<file path="src/rtl/uart_tx_fifo.sv">
// Character FIFO in front of a UART transmitter: buffers CPU writes and launches one
// character per transmission, pacing launches on the transmitter's busy handshake.
module uart_tx_fifo #(
    parameter int unsigned DEPTH        = 16,
    parameter int unsigned PAYLOAD_BITS = 8,
    parameter int unsigned BUSY_TIMEOUT = 4
) (
    input  logic                    clk,
    input  logic                    rst,
    input  logic                    wr_en,
    input  logic [PAYLOAD_BITS-1:0] wr_data,
    input  logic                    ovf_clr,
    input  logic                    tx_busy,
    output logic                    tx_en,
    output logic [PAYLOAD_BITS-1:0] tx_data,
    output logic                    full,
    output logic                    empty,
    output logic [31:0]             status
);

    localparam int unsigned AW = $clog2(DEPTH);
    localparam int unsigned TW = (BUSY_TIMEOUT > 1) ? $clog2(BUSY_TIMEOUT) : 1;

    typedef enum logic [1:0] {
        StIdle   = 2'd0,
        StSend   = 2'd1,
        StWaitHi = 2'd2,
        StWaitLo = 2'd3
    } state_e;

    logic [PAYLOAD_BITS-1:0] mem [DEPTH];
    logic [AW-1:0]           wr_ptr_q;
    logic [AW-1:0]           rd_ptr_q;
    logic [AW:0]             count_q;
    logic [AW:0]             count_d;
    logic                    full_q;
    logic                    empty_q;
    logic                    ovf_q;
    state_e                  state_q;
    logic [TW-1:0]           timer_q;
    logic                    tx_en_q;
    logic [PAYLOAD_BITS-1:0] tx_data_q;
    logic                    push;
    logic                    drop;
    logic                    pop;
    logic [8:0]              count_ext;

    // Pushes are gated on the registered full flag, so a pop in the same cycle does
    // not make room for a write that arrives while full.
    assign push = wr_en & ~full_q;
    assign drop = wr_en & full_q;
    assign pop  = (state_q == StIdle) & ~empty_q & ~tx_busy;

    always_comb begin
        count_d = count_q;
        case ({push, pop})
            2'b10:   count_d = count_q + (AW+1)'(1);
            2'b01:   count_d = count_q - (AW+1)'(1);
            default: count_d = count_q;
        endcase
    end

    always_ff @(posedge clk) begin
        if (push) begin
            mem[wr_ptr_q] <= wr_data;
        end
    end

    always_ff @(posedge clk or posedge rst) begin
        if (rst) begin
            wr_ptr_q <= '0;
            rd_ptr_q <= '0;
            count_q  <= '0;
            full_q   <= 1'b0;
            empty_q  <= 1'b1;
            ovf_q    <= 1'b0;
        end else begin
            if (push) begin
                wr_ptr_q <= wr_ptr_q + AW'(1);
            end
            if (pop) begin
                rd_ptr_q <= rd_ptr_q + AW'(1);
            end
            count_q <= count_d;
            full_q  <= (count_d == (AW+1)'(DEPTH));
            empty_q <= (count_d == '0);
            // A dropped write wins over a simultaneous clear.
            if (drop) begin
                ovf_q <= 1'b1;
            end else if (ovf_clr) begin
                ovf_q <= 1'b0;
            end
        end
    end

    always_ff @(posedge clk or posedge rst) begin
        if (rst) begin
            state_q   <= StIdle;
            timer_q   <= '0;
            tx_en_q   <= 1'b0;
            tx_data_q <= '0;
        end else begin
            case (state_q)
                StIdle: begin
                    if (pop) begin
                        state_q   <= StSend;
                        tx_en_q   <= 1'b1;
                        tx_data_q <= mem[rd_ptr_q];
                    end
                end
                StSend: begin
                    state_q <= StWaitHi;
                    tx_en_q <= 1'b0;
                    timer_q <= '0;
                end
                StWaitHi: begin
                    // A transmitter that never raises busy is assumed to have sent it.
                    if (tx_busy) begin
                        state_q <= StWaitLo;
                    end else if (timer_q == TW'(BUSY_TIMEOUT - 1)) begin
                        state_q <= StIdle;
                    end else begin
                        timer_q <= timer_q + TW'(1);
                    end
                end
                StWaitLo: begin
                    if (!tx_busy) begin
                        state_q <= StIdle;
                    end
                end
                default: state_q <= StIdle;
            endcase
        end
    end

    assign count_ext = 9'(count_q);

    assign tx_en   = tx_en_q;
    assign tx_data = tx_data_q;
    assign full    = full_q;
    assign empty   = empty_q;
    assign status  = {full_q, empty_q, ovf_q, tx_busy, 2'b00, state_q, 15'd0, count_ext};

endmodule
</file>
<file path="config.mk">
export PLATFORM = sky130hd
export DESIGN_NAME = uart_tx_fifo
export DESIGN_NICKNAME = d
export VERILOG_FILES = /design/src/rtl/uart_tx_fifo.sv
export SDC_FILE = /design/constraint.sdc
export NUM_CORES = 1
export LEC_CHECK = 0
export CAP_MARGIN = 20
export CORE_ASPECT_RATIO = 0.5
export CORE_MARGIN = 2
export CORE_UTILIZATION = 50
export CTS_BUF_LIST = sky130_fd_sc_hd__clkbuf_8 sky130_fd_sc_hd__clkbuf_16
export CTS_CLUSTER_DIAMETER = 120
export DETAILED_ROUTE_END_ITERATION = 6
export PLACE_DENSITY_LB_ADDON = 0.25
export SYNTH_ARGS = -nofsm -noshare
export SYNTH_HDL_FRONTEND = slang
export SYNTH_SLANG_ARGS = --single-unit
</file>
<file path="constraint.sdc">
create_clock -name clk -period 3.55 [get_ports clk]
set_input_delay 0.5325 -clock clk [delete_from_list [all_inputs] [get_ports clk]]
set_output_delay 0.5325 -clock clk [all_outputs]
set_load 0.02 [all_outputs]
</file>
---- After elaboration in Yosys (flattened, before gate mapping) ----
Memory sizes are Yosys's and may differ from the RTL's. A register that Yosys moved wholly into a read port is not among the register bits.
Cells that the tools add are included.
word-level totals
  memories kept ........................... 1
  bits of input ports ..................... 13
  output and inout bits ................... 43
  memory bits (writable) .................. 128
  flip-flop bits (word level) ............. 21
memories
  name  depth  bits a word  rd ports  clocked after memory_dff  wr ports  line  text
  mem   16     8            1         1                         1         31    logic [PAYLOAD_BITS-1:0] mem [DEPTH];
operators by class
  equality and inequality tests ........... 12
  mux-type cells .......................... 15
  reduce and logical (&&, ||, !) cells .... 9
  add/sub/neg operators ................... 5
  bitwise gates (word level) .............. 7
operator list
  operator                                                            number
  2-bit 2-to-1 mux                                                    6
  5-bit one-hot mux with 2 select lines                               1
  4-bit by 1-bit adder with 4-bit output, second input constant       2
  2-bit == test, second input constant                                4
  2-bit != test, second input constant                                4
  2-bit one-hot mux with 4 select lines                               1
  3-bit AND reduction                                                 2
  2-bit nonzero test                                                  3
  5-bit by 1-bit adder with 5-bit output, second input constant       1
  5-bit == test, second input constant                                1
  5-bit logical NOT                                                   1
  1-bit 2-to-1 mux                                                    5
  5-bit by 1-bit subtractor with 5-bit output, second input constant  1
  1-bit AND                                                           4
  2-bit by 1-bit == test with 1-bit output, second input constant     2
  2-bit one-hot mux with 2 select lines                               1
  2-bit AND reduction                                                 2
  3-bit != test, second input constant                                1
  1-bit NOT                                                           3
  2-bit by 1-bit adder with 2-bit output, second input constant       1
  2-bit logical NOT                                                   1
  1-bit one-hot mux with 2 select lines                               1

---- Longest topological paths before layout ----
Gate-level depths: netlist (run 1).
  word-level depth ........................ 6
  depth in mapped cells ................... 13
  depth with buffers taken out ............ 10

---- Worst setup path after synthesis (run 1) ----
Ideal clock, no wire load.
  path kind ............................... flip-flop to flip-flop
  start point ............................. register state_q[1]
  end point ............................... register full_q (netlist: full)
  data arrival time ....................... 2.791 ns
  data required time ...................... 3.462 ns
  stages on the path, launching flop included .. 14
  setup time .............................. 0.088 ns
  path buffers ............................ 3
  slack ................................... 0.671 ns
  path through ............................ dfrtp_1 -> clkbuf_2 -> or4_1 -> buf_2 -> clkinv_2 -> ha_1 -> buf_2 -> xor2_1 -> ha_1 -> o21ai_0 -> a221oi_1 -> o211ai_1 -> xnor2_1 -> nor3b_1
between the ends
  word-level cells in the longest chain between the ends .. 6
  elaborated cells between the ends (all ways) .. 7
RTL lines
  item                                                                       line  text
  start, declared                                                            39    state_e state_q;
  start signal, assigned                                                     98    state_q <= StIdle;
  start signal, assigned                                                     106   state_q <= StSend;
  start signal, assigned                                                     112   state_q <= StWaitHi;
  2-bit logical NOT *                                                        52    assign pop = (state_q == StIdle) & ~empty_q & ~tx_busy;
  1-bit AND * (2 in a row)                                                   52
  via pop                                                                    45    logic pop;
  2-bit by 1-bit == test with 1-bit output or 2-bit == test (tied branches)  56    case ({push, pop})
  5-bit one-hot mux with 2 select lines *                                    56
  via count_d[4]                                                             35    logic [AW:0] count_d;
  5-bit == test *                                                            85    full_q <= (count_d == (AW+1)'(DEPTH));
  end signal, assigned                                                       85
  end, declared                                                              36    logic full_q;
Mark *: on every way through the listed nets, which the timed path passes. The rest lies on a longest branch.
A chain may end at the register's enable or synchronous reset.

---- Worst setup path in the final report (run 1) ----
  start point ............................. input tx_busy
  end point ............................... register full_q (netlist: full)
between the ends
  word-level cells in the longest chain between the ends .. 5
  elaborated cells between the ends (all ways) .. 6
RTL lines
  item                                                                       line  text
  start, declared                                                            13    input logic tx_busy,
  1-bit NOT *                                                                52
  1-bit AND *                                                                52
  via pop                                                                    45
  2-bit by 1-bit == test with 1-bit output or 2-bit == test (tied branches)  56
  5-bit one-hot mux with 2 select lines *                                    56
  via count_d[4]                                                             35
  5-bit == test *                                                            85
Marked as above.

==> results of run 1 <==
[final timing paths]
kind,to,cells after the start,start,slack [ns]
max,full,11,tx_busy,0.64
min,tx_en,2,tx_en,0.49
max reg2reg,full,10,state_q[1],0.81
min reg2reg,tx_en,2,tx_en,0.49
max in group asynchronous,empty,3,rst,2.72
min in group asynchronous,count_q[3],3,rst,0.52
[power groups by stage]
| stage | clock [W] | sequential [W] | combinational [W] |
|---|---|---|---|
| 2_1_floorplan | 0 | 0.00258 | 0.00148 |
| 3_3_place_gp | 0 | 0.00263 | 0.00192 |
| 3_5_place_dp | 0 | 0.00263 | 0.00195 |
| 4_1_cts | 0.00178 | 0.00260 | 0.00197 |
| 5_1_grt | 0.00186 | 0.00263 | 0.00213 |
| 6_report | 0.00176 | 0.00259 | 0.00195 |
[logic make-up after synthesis]
group,after synthesis,share of synthesized area
compound gates,62,0.0590
xor+xnor,11,0.0143
fa+ha+maj,9,0.0168
buf+inv,53,0.0508
flops,157,0.680
mux,58,0.122
other cells,1,0.000558
simple gates,72,0.0564
[placed cells by master, fill, tap and decap left out, types with 9 or more instances in the layout]
cell / count
a21oi_1: 14
clkdlybuf4s50_1: 34
nand2_1: 18
mux2_2: 22
o21ai_0: 15
clkbuf_16: 17
ha_1: 9
edfxtp_1: 128
xnor2_1: 9
mux4_2: 13
mux2i_1: 20
and2_1: 17
dfrtp_1: 27
nor2_1: 11
conb_1: 21
[sequential cells by signal (all words and copies together), names as in the netlist, 2 cells and up]
| signal | cells |
|---|---|
| timer_q | 2 |
| wr_ptr_q | 4 |
| count_q | 5 |
| mem | 128 |
| tx_data | 8 |
| state_q | 2 |
| rd_ptr_q | 4 |
[routing by layer]
| metal | track usage | vias to the layer above | part of all wire |
|---|---|---|---|
| li1 | - | 1637 | - |
| met1 | 0.267 | 1739 | 0.44 |
| met2 | 0.274 | 135 | 0.45 |
| met3 | 0.0503 | 6 | 0.095 |
| met4 | 0.0648 | 0 | 0.0086 |
| met5 | 0 | - | 0 |
[cell type report]
type | instances | area, um^2 | area share
Sequential cell | 157 | 4570 | 0.596
Tap cell | 170 | 213 | 0.0277
Timing Repair Buffer | 42 | 400 | 0.0522
Multi-Input combinational cell | 233 | 1880 | 0.245
Clock buffer | 17 | 425 | 0.0555
Inverter | 6 | 23.8 | 0.00310
Clock inverter | 15 | 154 | 0.0201
[tightest hold or removal path, delay by kind of cell (launching register included)]
kind / cells / cell delay [ns]
and+or+nand+nor: 2 / 0.11
DFF: 1 / 0.34
[metrics by stage]
step	power [W]	hold WS, ns	instance area (um^2)	setup slack, ns
final	0.00631	0.487	7670	0.636
after global routing	0.00662	0.522	7670	0.262
after CTS	0.00635	0.498	7670	0.647
after detailed placement	0.00458	0.468	7090	0.230
after global placement	0.00455	0.464	7090	0.268
after floorplan	0.00405	0.465	6800	0.671
==> flow_summary.ini, run 1 <==
[outcome]
status = finished clean

[setup_path]
cp_cell_sequence = clkdlybuf4s50_1 > or4_1 > clkinv_2 > ha_1 > xor2_1 > ha_1 > o21ai_0 > a221oi_1 > o211ai_1 > xnor2_1 > nor3b_1
crit_top_cell = ha_1
critPathSlowestCell = or4_1
critPathKind = in2reg
required_ns = 3.87
path_max_fanout = 7
crit_family = simple AND/OR/NAND/NOR gates
crit_buf_inv = 2
critPathCaptureType = flip-flop
critPathMaxStageDelay_ns = 0.60
startpoint_type = input pin
cp.arrival_ns = 3.24

[synthesis]
synth_cell_types = 48
async_flop_share = 0.185
ys_seq_area_frac = 0.680
ys_warn_count = 0
synthFlopType = edfxtp_1
synth_top_area_cell = edfxtp_1
yosysMostFrequentCell = edfxtp_1
synth_area_um2 = 6720
synth_edf_count = 128
synth.area.top_cells = edfxtp_1, dfrtp_1, mux4_2
synth_commonest_cells = edfxtp_1, dfrtp_1, buf_4
avgSynthCellArea_um2 = 15.9
ys_seq_elements = 157
postSynthCellCount = 423
yosysTopAreaCellShare = 0.572

[sta]
fin_crit_ns = 2.91
fin_tns_setup_ns = 0
relSlewSlack = 0.585
maxSlewViolCount = 0
rsz0062_at_grt = false
finalHoldViolations = 0
finClkSkew_ns = 0.0129
fin_crit_sh = 0.821
fmax_mhz = 343
tightest_slew_ns = 0.622
finalSetupViolations = 0

[pwr]
swShare = 0.328
p_sw_w = 0.00207
power_density_nw_per_um2 = 822
leakage_nw = 2.74
vdd_drop_max_mv = 0.466
intPower_w = 0.00424
comb_power_share = 0.309
seqPwrFrac = 0.411
p_clk_frac = 0.279

[cells_and_area]
fin_util = 0.596
final_cells = 640
drive_gt1_frac = 0.166
fillers = 942
areaGrowthSynthToFinish_pct = 14.2
finalNetCount = 479
n_antenna_cell = 0

[placed_design]
dpl.hpwl_um = 7960
place_congestion = 0.790
port_buffers = 34
dp.cells = 608

[die]
dieArea_um2 = 14400
initial_core_util = 0.522
core_area_um2 = 12900
rows = 29
die_h_um = 86.0
die_w_um = 168
pin_count = 56

[global_routing]
grt_pass1_vias = 3374
antenna_found_initial = 0
track_usage = 0.185
grt_max_degree = 41
grt_pass1_wl_um = 19200
overflow = 0

[routing]
drtIter0Drc = 356
antenna_left = 0
drt_pre_antenna_iters = 4
totalWireLength_um = 12700
wl_per_cell_um = 19.8
viasPerCell = 5.50
vias = 3517
drc = 0

[clocking]
clk_path_buf_depth = 2
cts_hold_repair.buffers = 0
cts.htree.levels = 4
cts_setup_buffers = 0
cts.sinks = 157
cts_tree = yes
clkLatencyLatePin_ns = 0.42
root_buffer = clkbuf_16
cts_made_buffers = 17
cts_resized = 0
path_clk_slew_ns = 0.06

[run]
max_cap_viol_count = 0

[worst_hold_path]
hp-class = reg2reg
Note: power is estimated with default switching activity, not from simulation.
==> run 2: changes to the inputs <==
clock period = 2.8 ns   (was 3.55 ns; I/O delays follow)
==> run 2 against run 1 <==
Effect of this change:
- wire length rose by 4.1%
- sequential power rose by 29%
- sequential share of layout area fell by 0.96 points
- highest routed layer unchanged
- clock power rose by 21%
- non-clock buffer count rose by 18
- die area did not move
- setup slack got worse by 0.45 ns
- combinational power rose by 34%
- clock skew fell by 0.0050 ns
- power rose by 28%
==> flow_summary.ini, run 2 (same netlist as run 1, synthesis figures left out) <==
[pwr]
vdd_drop_max_mv = 0.445
seqPwrFrac = 0.412
swShare = 0.325
leakage_nw = 2.80
p_sw_w = 0.00263
comb_power_share = 0.324
power_density_nw_per_um2 = 1040
intPower_w = 0.00546
total_power_w = 0.00808
p_clk_frac = 0.264

[routing]
drt_pre_antenna_iters = 5
drtIter0Drc = 326
viasPerCell = 5.54
vias = 3635
drc = 0
wl_per_cell_um = 20.2
totalWireLength_um = 13200
antenna_left = 0

[global_routing]
grt_max_degree = 19
antenna_found_initial = 0
overflow = 0
track_usage = 0.199
grt_pass1_wl_um = 20800
grt_pass1_vias = 3710

[cells_and_area]
areaGrowthSynthToFinish_pct = 16.0
largest_reg_flops = 128
n_antenna_cell = 0
finalNetCount = 497
final_common_cell = edfxtp_1
largest-register = mem
final_cell_mix = edfxtp_1, clkdlybuf4s50_1, dfrtp_1, buf_4, mux2_2
drive_gt1_frac = 0.200

[sta]
rsz0062_at_grt = false
fin_crit_ns = 2.61
relSlewSlack = 0.491
finalHoldViolations = 0
tightest_slew_ns = 0.764
maxSlewViolCount = 0
fin_tns_setup_ns = 0
fmax_mhz = 383
finalSetupViolations = 0
finClkSkew_ns = 0.00794
fin_crit_sh = 0.932

[die]
dieArea_um2 = 14400
initial_core_util = 0.522
rows = 29
die_w_um = 168
core_area_um2 = 12900
pin_count = 56
die_h_um = 86.0

[worst_hold_path]
hp-class = in2async

[clocking]
cts_hold_repair.buffers = 0
root_buffer = clkbuf_16
cts_made_buffers = 17
path_clk_slew_ns = 0.06
cts_setup_buffers = 0
clkLatencyLatePin_ns = 0.42
cts.htree.levels = 4
cts.sinks = 157
cts_resized = 0
clk_path_buf_depth = 2
cts_tree = yes

[run]
max_cap_viol_count = 0

[outcome]
status = finished clean

[setup_path]
cp.arrival_ns = 2.95
regToRegSetupSlack_ns = 0.19
r2r-start = state_q[1]
critPathKind = reg2reg
cp_cell_sequence = or4_4 > clkinv_4 > ha_4 > xor2_1 > ha_2 > o21ai_0 > a221oi_1 > o211ai_1 > xnor2_1 > nor3b_2
path_max_fanout = 10
crit_buf_inv = 1
required_ns = 3.14
critPathCaptureType = flip-flop
startpoint_type = flip-flop
crit_family = simple AND/OR/NAND/NOR gates
critPathSlowestCell = or4_4
critPathMaxStageDelay_ns = 0.57
cp-startpoint = state_q[1]

[placed_design]
dpl.hpwl_um = 8460
place_congestion = 0.818
port_buffers = 34
==> run 2: through the flow <==
stage / util / hold WS, ns / area, um^2 / cells / setup slack (ns)
finish: 0.605 / 0.345 / 7800 / 656 / 0.190
global route: 0.605 / 0.362 / 7800 / 656 / 0.0281
CTS: 0.605 / 0.337 / 7800 / 656 / 0.158
detailed placement: 0.563 / 0.469 / 7260 / 626 / -0.255
global placement: 0.563 / 0.469 / 7260 / 626 / -0.158
floorplan: - / 0.465 / 6850 / 443 / 0.00204
==> run 2: cell type report <==
cell class              count  area [um^2]
well taps                 170          213
clock inverters            13          118
clock buffers              17          425
inverters                   6         27.5
repair buffers             60          536
fillers                   978         5080
flip-flops and latches    157         4570
multi-input cells         233         1910
==> run 2: path summary, 6_finish.rpt <==
| path | cells after the start | to |
|---|---|---|
| setup / recovery | 10 | full |
| hold / removal | 3 | state_q[0] |
| setup reg to reg | 10 | full |
| hold reg to reg | 2 | tx_en |
| max in group asynchronous | 3 | empty |
| min in group clk | 2 | tx_en |
==> run 2: power groups by stage <==
stage | sequential, W | combinational, W | clock, W
after detailed placement | 0.00338 | 0.00260 | 0
after floorplan | 0.00327 | 0.00192 | 0
after CTS | 0.00334 | 0.00263 | 0.00217
final | 0.00333 | 0.00262 | 0.00213
after global placement | 0.00337 | 0.00254 | 0
after global routing | 0.00339 | 0.00284 | 0.00226
==> run 2: routing by layer <==
| layer | routed length (um) | part of all wire | GRT usage | vias up |
|---|---|---|---|---|
| met1 | 6190 | 0.47 | 0.278 | 1836 |
| met5 | 0 | 0 | 0 | - |
| met2 | 6150 | 0.47 | 0.316 | 124 |
| li1 | - | - | - | 1667 |
| met4 | 85 | 0.0064 | 0.0593 | 0 |
| met3 | 792 | 0.060 | 0.0489 | 8 |
==> run 2: worst min-delay path, stage by stage <==
cell	delay (ns)
clkdlybuf4s50_1	0.40
inv_1	0.07
buf_4	0.23
